[config.mk]
export PLATFORM = sky130hd
export DESIGN_NAME = bcd_seq_conv
export DESIGN_NICKNAME = d
export VERILOG_FILES = /design/src/rtl/bcd_pkg.sv /design/src/rtl/bcd_digit_adj.sv /design/src/rtl/bcd_seq_conv.sv
export SDC_FILE = /design/constraint.sdc
export NUM_CORES = 1
export LEC_CHECK = 0
export ABC_CLOCK_PERIOD_IN_PS = 2700
export CORE_UTILIZATION = 40
export CTS_CLUSTER_SIZE = 25
export DETAILED_ROUTE_END_ITERATION = 10
export GPL_TIMING_DRIVEN = 0
export SLEW_MARGIN = 5
export SYNTH_ARGS = -nofsm -noshare
export SYNTH_HDL_FRONTEND = slang
export SYNTH_SLANG_ARGS = --single-unit
[constraint.sdc]
create_clock -name clk -period 2.7 [get_ports clk]
set_input_delay 0.81 -clock clk [delete_from_list [all_inputs] [get_ports clk]]
set_output_delay 0.81 -clock clk [all_outputs]
set_load 0.05 [all_outputs]
[src/rtl/bcd_pkg.sv]
// Shared types and helpers for the sequential binary-to-BCD converter.
package bcd_pkg;

  typedef logic [3:0] bcd_digit_t;

  typedef enum logic {
    IDLE = 1'b0,
    CONV = 1'b1
  } bcd_state_e;

  // Decimal digits needed to show 2**width-1, i.e. ceil(width*log10(2)).
  // Integer form of log10(2) ~= 0.30103 is exact for any practical width.
  function automatic int min_digits(input int width);
    return (width * 30103 + 99999) / 100000;
  endfunction

endpackage

[src/rtl/bcd_digit_adj.sv]
// Double-dabble correction cell: a digit of 5 or more gets 3 added so the
// following left shift carries into the next decade.
module bcd_digit_adj
  import bcd_pkg::*;
(
  input  bcd_digit_t digit,
  output bcd_digit_t adjusted
);

  // Pre-shift correction; input is always <= 9 so the 4-bit add never wraps.
  always_comb begin
    adjusted = digit;
    if (digit > 4'd4) begin
      adjusted = digit + 4'd3;
    end
  end

endmodule

[src/rtl/bcd_seq_conv.sv]
// Multi-cycle binary-to-BCD converter: one shift-and-add-3 iteration per
// clock, saturating overflow flag and leading-zero blanking mask.
module bcd_seq_conv
  import bcd_pkg::*;
#(
  parameter int DATA_W = 16,
  parameter int DIGITS = 5
) (
  input  logic                  clk,
  input  logic                  rst,
  input  logic                  start,
  input  logic [DATA_W-1:0]     data,
  output logic                  ready,
  output logic                  valid,
  output logic [4*DIGITS-1:0]   bcd,
  output logic                  overflow,
  output logic [DIGITS-1:0]     lz_mask
);

  localparam int CNT_W = $clog2(DATA_W + 1);
  localparam int BCD_W = 4 * DIGITS;
  // With enough digits for 2**DATA_W-1 the value can never overflow.
  localparam bit CAN_OVF = (DIGITS < min_digits(DATA_W));
  // Every digit except the units digit; also the reset value of lz_mask.
  localparam logic [DIGITS-1:0] NOT_UNITS = {DIGITS{1'b1}} << 1;
  localparam logic [BCD_W-1:0] ALL_NINES = {DIGITS{4'h9}};

  if (DATA_W < 1 || DIGITS < 1) begin : g_param_check
    $fatal(1, "bcd_seq_conv: DATA_W and DIGITS must both be >= 1");
  end

  bcd_state_e               state_reg, state_next;
  logic [DATA_W-1:0]        shift_reg, shift_next;
  logic [BCD_W-1:0]         digit_reg, digit_next;
  logic                     ovf_acc_reg, ovf_acc_next;
  logic [CNT_W-1:0]         cnt_reg, cnt_next;
  logic                     valid_reg, valid_next;
  logic [BCD_W-1:0]         bcd_reg, bcd_next;
  logic                     overflow_reg, overflow_next;
  logic [DIGITS-1:0]        lz_mask_reg, lz_mask_next;

  logic [BCD_W-1:0]         adj_digits;
  logic [BCD_W+DATA_W-1:0]  shift_cat;
  logic [BCD_W-1:0]         digit_shifted;
  logic [DATA_W-1:0]        shift_shifted;
  logic                     top_out;
  logic [DIGITS-1:0]        digit_big;
  logic [DIGITS:0]          upper_zero;
  logic [DIGITS-1:0]        lz_final;
  logic                     ovf_final;

  // One correction cell per decade of the running BCD accumulator.
  for (genvar gi = 0; gi < DIGITS; gi++) begin : g_adj
    bcd_digit_adj u_adj (
      .digit    (digit_reg[4*gi +: 4]),
      .adjusted (adj_digits[4*gi +: 4])
    );
  end

  // One iteration: corrected digits and remaining binary shift left as one word.
  assign shift_cat     = {adj_digits, shift_reg} << 1;
  assign digit_shifted = shift_cat[BCD_W+DATA_W-1:DATA_W];
  assign shift_shifted = shift_cat[DATA_W-1:0];
  assign top_out       = adj_digits[BCD_W-1];

  // upper_zero[i] is set when digits i..DIGITS-1 of the new result are all zero.
  assign upper_zero[DIGITS] = 1'b1;
  for (genvar gi = 0; gi < DIGITS; gi++) begin : g_digit_flags
    assign digit_big[gi]  = (digit_shifted[4*gi +: 4] > 4'd9);
    assign upper_zero[gi] = (digit_shifted[4*gi +: 4] == 4'd0) & upper_zero[gi+1];
  end

  assign lz_final  = upper_zero[DIGITS-1:0] & NOT_UNITS;
  assign ovf_final = CAN_OVF & (ovf_acc_reg | top_out | (|digit_big));

  assign ready    = (state_reg == IDLE);
  assign valid    = valid_reg;
  assign bcd      = bcd_reg;
  assign overflow = overflow_reg;
  assign lz_mask  = lz_mask_reg;

  // Next-state logic: load on accept, iterate while converting, publish on the last step.
  always_comb begin
    state_next    = state_reg;
    shift_next    = shift_reg;
    digit_next    = digit_reg;
    ovf_acc_next  = ovf_acc_reg;
    cnt_next      = cnt_reg;
    valid_next    = 1'b0;
    bcd_next      = bcd_reg;
    overflow_next = overflow_reg;
    lz_mask_next  = lz_mask_reg;
    case (state_reg)
      IDLE: begin
        if (start) begin
          state_next   = CONV;
          shift_next   = data;
          digit_next   = '0;
          ovf_acc_next = 1'b0;
          cnt_next     = CNT_W'(DATA_W);
        end
      end
      CONV: begin
        shift_next   = shift_shifted;
        digit_next   = digit_shifted;
        ovf_acc_next = ovf_acc_reg | top_out;
        cnt_next     = cnt_reg - CNT_W'(1);
        if (cnt_reg == CNT_W'(1)) begin
          state_next    = IDLE;
          valid_next    = 1'b1;
          overflow_next = ovf_final;
          bcd_next      = ovf_final ? ALL_NINES : digit_shifted;
          lz_mask_next  = ovf_final ? '0 : lz_final;
        end
      end
      default: state_next = IDLE;
    endcase
  end

  // State and output registers with synchronous active-low reset.
  always_ff @(posedge clk) begin
    if (!rst) begin
      state_reg    <= IDLE;
      shift_reg    <= '0;
      digit_reg    <= '0;
      ovf_acc_reg  <= 1'b0;
      cnt_reg      <= '0;
      valid_reg    <= 1'b0;
      bcd_reg      <= '0;
      overflow_reg <= 1'b0;
      lz_mask_reg  <= NOT_UNITS;
    end else begin
      state_reg    <= state_next;
      shift_reg    <= shift_next;
      digit_reg    <= digit_next;
      ovf_acc_reg  <= ovf_acc_next;
      cnt_reg      <= cnt_next;
      valid_reg    <= valid_next;
      bcd_reg      <= bcd_next;
      overflow_reg <= overflow_next;
      lz_mask_reg  <= lz_mask_next;
    end
  end

endmodule

==> results.py <==
metrics = {
    "layout": {
        "fin_nets": 466,
        "seq_area_um2": 1340,
        "layout-drive-gt1-share_pct": 8.64,
        "diodes": 0,
        "area_growth_pct": 23.1,
        "utilization_pct": 52.2,
        "fillCellCount": 771,
        "multi_input_area_um2": 1810,
    },
    "setup_path": {
        "crit_fanout": 10,
        "critPathKind": "reg2out",
        "cp.arrival_ps": 1700,
        "worstPathRequired_ps": 1890,
        "crit_path_end_kind": "output port",
        "worstSetupStartpointType": "flip-flop",
    },
    "sta": {
        "setup_viol_count_final": 0,
        "fin_worst_skew_ps": 6.75,
        "worst-slew-pin-transition_ps": 673,
        "fin_crit_sh_pct": 92.9,
        "holdWs_ps": 461,
        "hold_viol": 0,
        "slew_headroom_pct": 55.1,
        "rsz0062_at_grt": "no",
        "tns_ps": 0,
        "layout_min_cycle_time_ps": 2510,
        "fmaxAchievable_mhz": 399,
        "fin_ws_ps": 192,
        "finalMaxSlewViolations": 0,
    },
    "yosys": {
        "yosysSeqAreaShare_pct": 40.1,
        "synthCells": 380,
        "synthArstFlopShare_pct": 0,
        "synth_cell_type_count": 47,
        "synth_edf_count": 0,
        "ys_ff_latch": 67,
        "synth_most_common_cell": "dfxtp_1",
        "yosys-top-cells-area": "dfxtp_1 40%, mux2i_1 6.6%, nand2_1 5.7%",
        "syn_avg_cell_area_um2": 8.80,
        "syn_area_um2": 3340,
        "yosysTopAreaCellShare_pct": 40.1,
        "synthFlopType": "dfxtp_1",
        "ys_warn_count": 0,
        "synthTopCellsByCount": "67 x dfxtp_1, 51 x nand2_1, 24 x a21oi_1, 24 x nor2b_1, 22 x mux2i_1",
        "yosysTopAreaCell": "dfxtp_1",
    },
    "die": {
        "row_count": 32,
        "num_io_pins": 47,
        "die_w_um": 93.4,
        "coreArea_um2": 7890,
        "die_area_um2": 8730,
        "initial_core_util_pct": 42.4,
        "die_h_um": 93.4,
    },
    "pwr": {
        "ir_drop_v": 0.000314,
        "power_w": 0.00215,
        "power_density_nw_per_um2": 521,
        "p_leak_nw": 1.74,
    },
    "clock_tree": {
        "cts_root_buffer": "clkbuf_8",
        "cts_htree_levels": 3,
        "cts_sinks": 67,
        "clock_latency_ps": 340,
        "clk_path_buf_depth": 2,
        "cts_made_buffers": 9,
        "cts_tree": "built",
        "clk_pin_slew_worst_paths_ps": 70,
    },
    "routing": {
        "wirelength_mm": 7.87,
        "highest_layer": "met4",
        "wl_met2_mm": 3.56,
        "wl_met3_um": 403,
        "detail-route-antenna-nets": 0,
        "wl_per_cell_um": 14.5,
        "first_iter_violations": 117,
        "via_per_inst": 5.07,
        "vias": 2748,
        "met1_length_mm": 3.85,
        "firstDrtPassIters": 4,
        "drc": 0,
    },
    "placed_design": {
        "portBuffers": 42,
        "dp_hpwl_mm": 5.66,
        "gp_congestion": 0.826,
        "pre_cts_ws_ps": -476,
    },
    "global_routing": {
        "grt_max_degree": 12,
        "antenna_found_initial": 0,
        "grt_overflow": 0,
        "grt_pass1_wl_mm": 13.4,
        "gr-usage-all-layers_pct": 20.1,
        "first_global_vias": 2738,
    },
    "flow_run": {
        "drv_cap": 0,
    },
    "status": {
        "status": "finished, final reports clean",
    },
    "worst_hold_path": {
        "hp-class": "reg2reg",
    },
}
[worst max-delay path, stage by stage, from the launching register on]
cell	delay, ps
dfxtp_1	330
clkbuf_2	240
clkinvlp_4	180
clkbuf_2	230
clkdlybuf4s15_2	380
[path summary, 6_finish.rpt]
path              slack (ps)                  startpoint  cells after the start                      end
setup / recovery         190        state_reg$_SDFF_PN0_                      4                    ready
hold / removal           460         bcd[6]$_SDFFE_PN0P_                      2      bcd[6]$_SDFFE_PN0P_
setup reg to reg         510  digit_reg[16]$_SDFFE_PN0P_                      7  lz_mask[1]$_SDFFE_PN1P_
hold reg to reg          460         bcd[6]$_SDFFE_PN0P_                      2      bcd[6]$_SDFFE_PN0P_
[cell type report]
cell class / instances / area share [%]
Inverter: 16 / 1.55
Buffer: 26 / 3.22
Clock inverter: 2 / 0.851
Clock buffer: 13 / 3.86
Sequential cell: 67 / 32.6
Timing Repair Buffer: 45 / 10.8
Multi-Input combinational cell: 271 / 44.0
Tap cell: 102 / 3.10
[layer usage]
layer,GRT usage [%],vias to the layer above
met5,0,-
met1,25.1,1276
met4,6.92,0
met2,33.4,60
met3,5.12,4
li1,-,1408
[placed cells by master (no fill, tap or decap), drive strengths merged, types with 15 or more instances in the layout]
cell type and count:
nor3 16, mux2i 22, inv 15, a21oi 24
nand2 52, nor2 21, o211a 18, clkbuf 30
nor2b 25, dfxtp 67, clkdlybuf4s50 41, nor3b 17
[cells by family after synthesis]
family	count (synthesis)	share of synthesized area (%)
compound gates	81	18.0
xor+xnor	6	1.57
fa+ha+maj	11	4.12
buf+inv	43	5.80
flops	67	40.1
mux	24	7.26
other cells	1	0.112
simple gates	147	23.0
[power breakdown]
part           internal (W)  total (W)  switching (W)
logic              0.000112   0.000263       0.000151
registers           0.00102    0.00105      0.0000214
clock network      0.000472   0.000837       0.000365
[stage by stage]
stage | instances | cell area, um^2
after floorplan | 381 | 3350
after global placement | 525 | 3900
after detailed placement | 525 | 3900
after CTS | 539 | 4090
after global routing | 542 | 4120
final | 542 | 4120
[repair_timing]
item                                    in CTS  in global routing
endpoints found under the hold margin        0                  0
resized for setup                            6                  0
endpoints found under the setup margin       1                  1
buffers inserted                             0                  3
pin swaps                                    0                  0
hold buffers                                 0                  0
Power figures use the tool's default switching activity.
